`src/rtl/board_dealer.sv`:
```
// board_dealer -- community-card sequencer for the poker table.
//
// Pulls cards from the deck over a ready/valid handshake. Before each round
// it burns one card, then deals the flop (3 cards), the turn (1) and the
// river (1). Codes above 51 and codes already on the board are rejected.
//
// Optional build macro: AUTO_ADVANCE_EN. When it is defined, a seconds
// counter also advances the rounds. The counter acts in SHOW and DONE after
// ROUND_SECS cycles. Without the macro, only the advance port moves rounds.
//
// Ports:
//   clk_sec     in   1   1 Hz system tick clock
//   rst         in   1   asynchronous, active-high reset
//   advance     in   1   one-cycle request to move to the next round
//   new_hand    in   1   one-cycle abort/clear; has priority over advance
//   deck_card   in   6   card offered by the deck
//   deck_valid  in   1   deck_card is valid this cycle
//   deal_ready  out  1   dealer accepts a card this cycle (decoded from state)
//   num         out  2   cards shown in the current round: 0, 1 or 3
//   card1..3    out  6   cards of the current round; unused slots = EMPTY_CODE
//   board       out  30  five board slots, slot i at [6i+5:6i]
//   round       out  2   0 preflop, 1 flop, 2 turn, 3 river
//   dup_err     out  1   sticky reject flag; cleared by rst or new_hand
module board_dealer #(
  parameter logic [5:0]  EMPTY_CODE = 6'd63,
  parameter int unsigned ROUND_SECS = 10
) (
  input  logic        clk_sec,
  input  logic        rst,
  input  logic        advance,
  input  logic        new_hand,
  input  logic [5:0]  deck_card,
  input  logic        deck_valid,
  output logic        deal_ready,
  output logic [1:0]  num,
  output logic [5:0]  card1,
  output logic [5:0]  card2,
  output logic [5:0]  card3,
  output logic [29:0] board,
  output logic [1:0]  round,
  output logic        dup_err
);

  typedef enum logic [2:0] {
    IDLE = 3'd0,
    BURN = 3'd1,
    DEAL = 3'd2,
    SHOW = 3'd3,
    DONE = 3'd4
  } state_t;

  localparam logic [29:0] EMPTY_BOARD = {5{EMPTY_CODE}};

  state_t     state_r;
  logic [1:0] need_r;   // cards still to deal in this round
  logic [2:0] dealt_r;  // next free board slot
  logic [1:0] pos_r;    // next card slot within this round
  logic       xfer_s;
  logic       reject_s;
  logic       adv_s;

  // True when code already sits in one of the five board slots.
  function automatic logic on_board(input logic [29:0] b, input logic [5:0] code);
    logic hit;
    hit = 1'b0;
    for (int i = 0; i < 5; i++) begin
      hit = hit | (b[6*i +: 6] == code);
    end
    return hit;
  endfunction

  assign deal_ready = (state_r == BURN) || (state_r == DEAL);
  assign xfer_s     = deal_ready && deck_valid;
  assign reject_s   = (deck_card > 6'd51) || on_board(board, deck_card);

`ifdef AUTO_ADVANCE_EN
  localparam int unsigned CW = (ROUND_SECS > 1) ? $clog2(ROUND_SECS) : 1;

  logic [CW-1:0] secs_r;
  logic          auto_adv_s;

  assign auto_adv_s = ((state_r == SHOW) || (state_r == DONE)) &&
                      (secs_r == CW'(ROUND_SECS - 1));
  assign adv_s      = advance | auto_adv_s;

  // Seconds spent in SHOW/DONE; restarts whenever either state is left or
  // re-entered (SHOW->DONE only happens on an advance, which clears it).
  always_ff @(posedge clk_sec or posedge rst) begin
    if (rst) begin
      secs_r <= CW'(0);
    end else if (new_hand || adv_s) begin
      secs_r <= CW'(0);
    end else if ((state_r == SHOW) || (state_r == DONE)) begin
      secs_r <= secs_r + CW'(1);
    end else begin
      secs_r <= CW'(0);
    end
  end
`else
  logic [31:0] unused_secs_s;

  assign unused_secs_s = ROUND_SECS;
  assign adv_s         = advance;
`endif

  // Dealing sequencer and all registered outputs.
  always_ff @(posedge clk_sec or posedge rst) begin
    if (rst) begin
      state_r <= IDLE;
      need_r  <= 2'd0;
      dealt_r <= 3'd0;
      pos_r   <= 2'd0;
      round   <= 2'd0;
      num     <= 2'd0;
      card1   <= EMPTY_CODE;
      card2   <= EMPTY_CODE;
      card3   <= EMPTY_CODE;
      board   <= EMPTY_BOARD;
      dup_err <= 1'b0;
    end else if (new_hand) begin
      // Any card handed over this cycle is consumed but dropped.
      state_r <= IDLE;
      need_r  <= 2'd0;
      dealt_r <= 3'd0;
      pos_r   <= 2'd0;
      round   <= 2'd0;
      num     <= 2'd0;
      card1   <= EMPTY_CODE;
      card2   <= EMPTY_CODE;
      card3   <= EMPTY_CODE;
      board   <= EMPTY_BOARD;
      dup_err <= 1'b0;
    end else begin
      case (state_r)
        IDLE: begin
          if (adv_s) begin
            round   <= 2'd1;
            need_r  <= 2'd3;
            pos_r   <= 2'd0;
            num     <= 2'd0;
            card1   <= EMPTY_CODE;
            card2   <= EMPTY_CODE;
            card3   <= EMPTY_CODE;
            state_r <= BURN;
          end
        end
        BURN: begin
          // The burnt card is thrown away without any checking.
          if (xfer_s) begin
            state_r <= DEAL;
          end
        end
        DEAL: begin
          if (xfer_s) begin
            if (reject_s) begin
              dup_err <= 1'b1;
            end else begin
              case (dealt_r)
                3'd0:    board[5:0]   <= deck_card;
                3'd1:    board[11:6]  <= deck_card;
                3'd2:    board[17:12] <= deck_card;
                3'd3:    board[23:18] <= deck_card;
                3'd4:    board[29:24] <= deck_card;
                default: board        <= board;
              endcase
              case (pos_r)
                2'd0:    card1 <= deck_card;
                2'd1:    card2 <= deck_card;
                2'd2:    card3 <= deck_card;
                default: card3 <= card3;
              endcase
              dealt_r <= dealt_r + 3'd1;
              pos_r   <= pos_r + 2'd1;
              need_r  <= need_r - 2'd1;
              if (need_r == 2'd1) begin
                num     <= (round == 2'd1) ? 2'd3 : 2'd1;
                state_r <= SHOW;
              end
            end
          end
        end
        SHOW: begin
          if (adv_s) begin
            if (round == 2'd3) begin
              state_r <= DONE;
            end else begin
              round   <= round + 2'd1;
              need_r  <= 2'd1;
              pos_r   <= 2'd0;
              num     <= 2'd0;
              card1   <= EMPTY_CODE;
              card2   <= EMPTY_CODE;
              card3   <= EMPTY_CODE;
              state_r <= BURN;
            end
          end
        end
        DONE: begin
          if (adv_s) begin
            state_r <= IDLE;
            need_r  <= 2'd0;
            dealt_r <= 3'd0;
            pos_r   <= 2'd0;
            round   <= 2'd0;
            num     <= 2'd0;
            card1   <= EMPTY_CODE;
            card2   <= EMPTY_CODE;
            card3   <= EMPTY_CODE;
            board   <= EMPTY_BOARD;
          end
        end
        default: begin
          state_r <= IDLE;
        end
      endcase
    end
  end

endmodule

```
`config.mk`:
```
export PLATFORM = sky130hd
export DESIGN_NAME = board_dealer
export DESIGN_NICKNAME = d
export VERILOG_FILES = /design/src/rtl/board_dealer.sv
export SDC_FILE = /design/constraint.sdc
export NUM_CORES = 1
export LEC_CHECK = 0
export CORE_ASPECT_RATIO = 0.75
export CORE_MARGIN = 2
export CORE_UTILIZATION = 53
export CTS_CLUSTER_SIZE = 25
export DETAILED_ROUTE_END_ITERATION = 12
export PLACE_DENSITY = 0.93
export SYNTH_ARGS = -nofsm -noshare
export SYNTH_HDL_FRONTEND = slang
export SYNTH_SLANG_ARGS = --single-unit
export TNS_END_PERCENT = 50
```
`constraint.sdc`:
```
create_clock -name clk_sec -period 3.15 [get_ports clk_sec]
set_clock_uncertainty 0.2 [all_clocks]
set_input_delay 0.63 -clock clk_sec [delete_from_list [all_inputs] [get_ports clk_sec]]
set_output_delay 0.63 -clock clk_sec [all_outputs]
set_load 0.02 [all_outputs]
```
# == Word level (Yosys, flattened, before mapping) ==
# Cells that the tools add are included.
# classes
addsub,4
mul,0
div_mod_pow,0
order_cmp,1
n_eq_ne,35
shift,0
n_mux,71
n_bitwise,4
reduce_logical,29
# op_table
op,count
30-bit two-way mux,4
6-bit two-way mux,20
30-bit case mux with 2 select lines,1
6-bit case mux with 3 select lines,3
2-bit two-way mux,21
7-bit AND reduction,6
3-bit two-way mux,12
6-bit == test,5
5-bit AND reduction,6
3-bit by 2-bit != test with 1-bit output (second input constant),9
3-bit != test (second input constant),7
2-bit case mux with 3 select lines,3
3-bit case mux with 5 select lines,1
3-bit by 2-bit == test with 1-bit output (second input constant),4
2-bit case mux with 4 select lines,1
4-bit nonzero test,2
2-bit by 1-bit == test with 1-bit output (second input constant),3
3-bit by 1-bit == test with 1-bit output (second input constant),2
3-bit == test (second input constant),2
6-bit > comparator (second input constant),1
3-bit zero test,2
3-bit case mux with 2 select lines,1
6-bit AND reduction,1
2-bit nonzero test,3
15 further kinds,24
# totals
ff_bits,63
latchBits,0
mem_bits_rw,0
mem_bits_ro,0
inputBits,11
wordCells,159
mem_count,0

# == Logic depth before layout (Yosys ltp) ==
# Gate-level depths: netlist of run 1.
# logic_depth
word_depth,10
ltp_mapped,8

# == Worst setup path after synthesis of run 1 ==
# OpenSTA, ideal clock, no wires.
# synth_timing
kind,input port to flip-flop
from,input port deck_card[1]
to,register board[0]
setup_ns,0.075
t_arrival_ns,2.255
setup_slack_ns,0.620
path_stages,8
n_path_buf,2
path_cell_list,buf_4 > xor2_1 > nor4_2 > a221oi_4 > nand3_2 > buf_6 > nor4b_4 > mux2i_1
# synth_between
elab_chain_len,8
word_cells_on_any_way,13
cone_classes,order compare (1); eq/ne (6); bitwise (4); reduce/logical (2)
# synth_lines
item,line_no,source
from (decl),32,"input logic [5:0] deck_card,"
6-bit == test,67,hit = hit | (b[6*i +: 6] == code);
1-bit OR (4 in a row),67,
1-bit logical OR *,74,"assign reject_s = (deck_card > 6'd51) || on_board(board, deck_card);"
3-bit != test (no source line) *,-,
5-bit AND reduction (no source line) *,-,
to (signal assigned),159,3'd0: board[5:0] <= deck_card;
to (signal assigned),164,default: board <= board;
to (decl),39,"output logic [29:0] board,"
# Every way passes the cells marked *; elsewhere a longest branch is shown, timed or not.
# A chain may end at the register's enable or synchronous reset.

# == Final worst setup path of run 1 ==
# layout_timing
from,input port deck_card[0]
to,register board[8]
# The elaborated chain is that of the path after synthesis.

==> results of run 1 <==
-- flip-flops by register name, indices dropped and copies added (netlist names) --
name / count
dealt_r: 3
board: 30
card3: 6
card2: 6
state_r: 3
round: 2
card1: 6
pos_r: 2
num: 2
need_r: 2
dup_err: 1
-- cell families (layout without fill, tap and decap cells) --
kind of cell    Yosys count  in the layout  share of synthesized area (%)
fa+ha+maj                11             11                           3.92
xor+xnor                 31             31                           8.37
simple gates             95             95                           14.7
buf+inv                  31            115                           4.77
mux                      35             35                           10.1
flops                    63             63                           46.6
compound gates           50             50                           11.6
-- metrics by stage --
| step | setup TNS (ps) | hold slack [ps] | power (µW) | utilization [%] |
|---|---|---|---|---|
| floorplan | 0 | 279 | 1160 | - |
| global placement | -52.9 | 279 | 1290 | 69.0 |
| detailed placement | -686 | 291 | 1310 | 69.0 |
| CTS | 0 | 306 | 1990 | 72.0 |
| global route | 0 | 315 | 2080 | 72.0 |
| finish | 0 | 302 | 1990 | 72.0 |
-- worst max-delay path, cell delays in order --
cell and delay [ps]:
clkdlybuf4s50_1 640, buf_4 220, xor2_1 170, nor4_1 90
a22oi_2 240, nand3_2 160, buf_12 180, nor4b_4 200
buf_4 210, mux2i_1 220
-- cell usage in the layout, fill, tap and decap left out, types with 2 or more instances in the layout --
master,instances
nor4_1,3
nand2_1,8
dfstp_2,48
a21oi_1,11
nor4_2,2
nor2_1,53
nand2b_1,4
nor3_1,3
buf_12,6
nand4_1,3
o22a_1,17
mux2_2,4
inv_1,11
nor4b_4,3
dfrtp_1,15
or3_1,2
xnor2_1,3
a31oi_1,2
or2_2,2
ha_1,11
xor2_1,25
a21o_2,2
clkbuf_8,9
a22o_1,2
nand3b_1,2
clkdlybuf4s50_1,64
nand3_1,5
xor2_2,3
clkinv_2,3
o21ai_0,3
buf_4,17
mux2i_1,31
-- layer usage --
layer  up-vias  part of all wire [%]
met3        16                   6.8
li1       1258                     -
met1      1399                    42
met4         0                   1.7
met2       127                    49
met5         -                     0
-- worst min path at each step --
stage               startpoint        end  slack, ps  depth (start not counted)
floorplan            need_r[1]  need_r[1]        280                          1
global placement        num[0]     num[0]        280                          1
detailed placement      num[0]     num[0]        290                          1
CTS                     num[0]     num[0]        310                          1
global route            num[0]     num[0]        310                          1
finish                 dup_err    dup_err        300                          2
-- where the power goes --
part | internal, µW | switching (µW)
logic | 175 | 243
registers | 847 | 42.2
clock network | 362 | 320
total | 1380 | 605
-- Yosys cell counts (all sizes together) (4+ instances only) --
master and n:
nor4 5, xor2 28, nand3 6, nand2b 4
inv 12, a21oi 11, ha 11, nor2 53
nand2 8, buf 9, clkbuf 10, dfrtp 15
mux2i 31, mux2 4, o22a 18, dfstp 48
-- cell type report --
| type | instances | share of cell area (%) |
|---|---|---|
| clock buffers | 10 | 2.79 |
| clock inverters | 6 | 1.34 |
| inverters | 12 | 0.985 |
| multi-input cells | 222 | 37.4 |
| flip-flops and latches | 63 | 35.8 |
| well taps | 81 | 2.22 |
| repair buffers | 87 | 19.4 |
==> run_results.csv, run 1 <==
group,metric,value,unit
power,cellLeakagePower,0.00179,µW
final_layout,multi_input_area,1710,µm²
detailed_routing,firstDrtPassIters,4,
grt,grt_max_degree,36,
run_status,outcome,"complete, no violations",
yosys,ys.flop_type,"dfstp_2",
timing,fin_crit_sh,92.0,%
place,dp_slack,-58.8,ps
detailed_routing,ant_nets,0,
yosys,synth_cell_type_count,49,
grt,grt_pass1_wl,15300,µm
grt,grt_antenna_before_repair,0,
clocking,holdBufCountCts,0,
timing,slew_headroom,59.5,%
yosys,synth_nets,338,
place,dp_cells,465,
setup_path,reg2reg_to,"board[8]",
yosys,synthCells,316,
die,dieArea,7310,µm²
setup_path,reg2reg_slack,650,ps
detailed_routing,drt_iter0_markers,273,
timing,finalWorstPathRequiredPeriod,2900,ps
detailed_routing,avgRoutedWirePerCell,19.2,µm
min_path,min_path_type,"flip-flop to flip-flop",
timing,final-max-slew-violation-count,0,
yosys,yosysSeqAreaShare,46.6,%
detailed_routing,routed_wl,9210,µm
die,core_area,6350,µm²
setup_path,critPathLaunch,"deck_card[0]",
die,floorplan.rows,25,
grt,grt.total_usage,27.2,%
place,gp_congestion,0.882,
yosys,syn-cell-area,3510,µm²
setup_path,crit_end,"board[8]",
detailed_routing,vias_per_cell,5.82,
yosys,yosysTopAreaCell,"dfstp_2",
final_layout,design.final.nets,417,
yosys,synth_area_leaders,"dfstp_2, dfrtp_1, mux2i_1, xor2_1, nor2_1",
final_layout,layout-drive-gt1-share,27.3,%
clocking,worstSkewPairLatency,350,ps
clocking,cts_tree,"done",
final_layout,seq_area,1640,µm²
setup_path,startpoint_type,"primary input",
setup_path,worstRegToRegCells,8,
place,dpl.hpwl,6500,µm
timing,setup_viol_count_final,0,
clocking,numCtsBuffers,9,
clocking,ctsResizeCount,0,
yosys,ys_ff_latch,63,
clocking,cts.clk_slew.worst_paths,70,ps
timing,hold_viol_final,0,
timing,setup_slack,252,ps
timing,tightest_slew,606,ps
grt,busiest_layer,"met2",
final_layout,final_area,4570,µm²
clocking,h-tree-depth,3,
setup_path,critPathArrivalTime,2960,ps
power,peakVddDrop,311,µV
setup_path,endpoint_kind,"flip-flop",
yosys,synthArstFlopShare,100,%
die,die_h,74.5,µm
yosys,synth_top_area_share,35.9,%
grt,gr-usage-met2,45.3,%
detailed_routing,dr_total_vias,2800,
place,portBuffers,64,
clocking,numClockSinks,63,
grt,overflow,0,
setup_path,worstSetupPathType,"primary input to flip-flop",
die,io_pins,65,
grt,gr-usage-met1,34.6,%
setup_path,reg2reg_from,"board[6]",
die,start_util,55.3,%
yosys,synth_warnings,0,
grt,gr-usage-met3,8.27,%
flow_run,cap_violations,0,
setup_path,critPathRequiredTime,3210,ps
yosys,synth_edf_count,0,
clocking,clockBufferDepth,2,
final_layout,layoutNonFillerInstCount,481,
detailed_routing,drcViolationCount,0,
final_layout,insertedDiodeCount,0,
final_layout,fillers,432,
setup_path,crit_fanout,6,
clocking,cts_root_buffer,"clkbuf_8",
timing,rsz0062_at_grt,"no",
timing,fmax,0.345,GHz
final_layout,syn2layout_area_growth,30.0,%
yosys,synth.avg_cell_area,11.1,µm²
power,power_density,435,nW/µm²
grt,grt_pass1_vias,2958,
place,place_area,4380,µm²
clocking,post_cts_buffers,0,
die,die_width,98.0,µm
Power figures use the tool's default switching activity.
==> run 2, diff against run 1 <==
==> config.mk (replaced) <==
export PLATFORM = sky130hd
export DESIGN_NAME = board_dealer
export DESIGN_NICKNAME = d
export VERILOG_FILES = /design/src/rtl/board_dealer.sv
export SDC_FILE = /design/constraint.sdc
export NUM_CORES = 1
export LEC_CHECK = 0
export CELL_PAD_IN_SITES_DETAIL_PLACEMENT = 1
export CELL_PAD_IN_SITES_GLOBAL_PLACEMENT = 1
export CORE_ASPECT_RATIO = 0.75
export CORE_MARGIN = 2
export CORE_UTILIZATION = 41
export CTS_CLUSTER_SIZE = 25
export DETAILED_ROUTE_END_ITERATION = 12
export PLACE_DENSITY = 0.92
export SYNTH_ARGS = -nofsm -noshare
export SYNTH_HDL_FRONTEND = slang
export SYNTH_SLANG_ARGS = --single-unit
export TNS_END_PERCENT = 100
==> run_results.csv, run 2 (same netlist as run 1, synthesis figures left out) <==
group,metric,value,unit
run_status,outcome,"complete, no violations",
setup_path,worstSetupPathType,"primary input to flip-flop",
clocking,cts.clk_slew.worst_paths,50,ps
clocking,cts_tree,"done",
setup_path,slowest_stage,"clkdlybuf4s50_1",
setup_path,endpoint_kind,"flip-flop",
place,gp_congestion,0.890,
detailed_routing,drcViolationCount,0,
die,die_h,84.2,µm
final_layout,largest-register,"board",
setup_path,startpoint_type,"primary input",
grt,grt_pass1_wl,16700,µm
final_layout,final_cell_mix,"clkdlybuf4s50_1, nor2_1, dfstp_2",
power,power_density,477,nW/µm²
place,dp_cells,493,
timing,hold_viol_final,0,
place,portBuffers,64,
setup_path,critPathRequiredTime,3200,ps
detailed_routing,firstDrtPassIters,4,
clocking,ctsResizeCount,0,
timing,finalWorstPathRequiredPeriod,2900,ps
final_layout,fillers,913,
grt,grt_pass1_vias,3061,
timing,rsz0062_at_grt,"no",
setup_path,slowest_delay,640,ps
detailed_routing,ant_nets,0,
clocking,post_cts_buffers,0,
flow_run,cap_violations,0,
final_layout,final_area,4660,µm²
detailed_routing,routed_wl,10200,µm
setup_path,crit_fanout,6,
power,cellLeakagePower,0.00182,µW
timing,setup_viol_count_final,0,
timing,fin_crit_sh,92.2,%
die,floorplan.rows,29,
final_layout,insertedDiodeCount,0,
clocking,clockBufferDepth,2,
final_layout,seq_area,1640,µm²
final_layout,layout_commonest_cell,"clkdlybuf4s50_1",
grt,grt_antenna_before_repair,0,
detailed_routing,avgRoutedWirePerCell,20.0,µm
power,peakVddDrop,236,µV
clocking,h-tree-depth,3,
place,dp_slack,-67.4,ps
die,dieArea,9340,µm²
final_layout,multi_input_area,1710,µm²
clocking,numCtsBuffers,9,
min_path,min_path_type,"flip-flop to flip-flop",
setup_path,crit_chain,"clkdlybuf4s50_1 -> buf_4 -> xor2_1 -> nor4_1 -> a22oi_2 -> nand3_2 -> buf_4 -> nor4b_4 -> buf_4 -> mux2i_1",
timing,setup_slack,246,ps
detailed_routing,dr_total_vias,2790,
detailed_routing,vias_per_cell,5.48,
final_layout,design.final.nets,418,
timing,tns,0,ps
final_layout,layoutNonFillerInstCount,509,
timing,fmax,0.344,GHz
grt,grt_max_degree,64,
clocking,numClockSinks,63,
die,start_util,41.9,%
clocking,worstSkewPairLatency,330,ps
final_layout,layout-drive-gt1-share,27.2,%
final_layout,largest_register_ff_count,30,
timing,tightest_slew,588,ps
detailed_routing,drt_iter0_markers,104,
die,io_pins,65,
grt,grt.total_usage,23.0,%
timing,slew_headroom,60.6,%
place,dpl.hpwl,7420,µm
clocking,cts_root_buffer,"clkbuf_16",
timing,final-max-slew-violation-count,0,
setup_path,critPathArrivalTime,2950,ps
final_layout,syn2layout_area_growth,32.7,%
clocking,holdBufCountCts,0,
die,core_area,8380,µm²
setup_path,crit_top_cell,"buf_4",
die,die_width,111,µm
grt,overflow,0,
place,place_area,4390,µm²
==> run 2: cell types whose count changed in the layout (fill, tap and decap cells not counted) <==
cell / before / now
clkbuf_16: 0 / 9
clkbuf_8: 9 / 2
buf_4: 17 / 21
buf_12: 6 / 3
bufinv_16: 1 / 0
clkbuf_1: 1 / 2
clkinv_2: 3 / 2
clkinv_4: 1 / 0
==> run 2: through the flow <==
step	total power, µW	hold WS (ps)	utilization (%)
floorplan	1160	279	-
global placement	1290	275	52.3
detailed placement	1320	290	52.3
CTS	2250	301	55.6
global route	2320	325	55.6
finish	2230	292	55.6
==> run 2: path summary, 6_finish.rpt <==
| check | start | depth (start not counted) | to | slack (ps) |
|---|---|---|---|---|
| min in group asynchronous | rst | 3 | pos_r[1] | 490 |
| max | deck_card[0] | 10 | board[1] | 250 |
| min | num[0] | 1 | num[0] | 290 |
| max reg2reg | board[14] | 8 | board[1] | 680 |
| max in group asynchronous | rst | 3 | card3[1] | 1900 |
| min reg2reg | num[0] | 1 | num[0] | 290 |
==> run 2: area by class of cell <==
type,instances,share of cell area [%]
Multi-Input combinational cell,222,36.7
Inverter,12,0.966
Sequential cell,63,35.1
Tap cell,108,2.90
Clock buffer,13,5.58
Clock inverter,3,0.376
Timing Repair Buffer,88,18.4
==> run 2: power by group <==
group | internal (µW) | switching [µW]
clock network | 572 | 338
logic | 171 | 250
registers | 849 | 45.4
total | 1590 | 633
==> run 2: worst max-delay path, delay by kind of cell <==
kind            cells  cell delay, ps
buf+inv             4            1240
simple gates        3             450
compound gates      1             240
mux                 1             220
xor+xnor            1             160
==> run 2: per-layer routing <==
metal / share of wire (%) / vias up / track usage (%)
li1: - / 1259 / -
met1: 44 / 1420 / 28.7
met2: 49 / 94 / 39.1
met3: 5.5 / 17 / 5.99
met4: 1.9 / 0 / 8.18
met5: 0 / - / 0
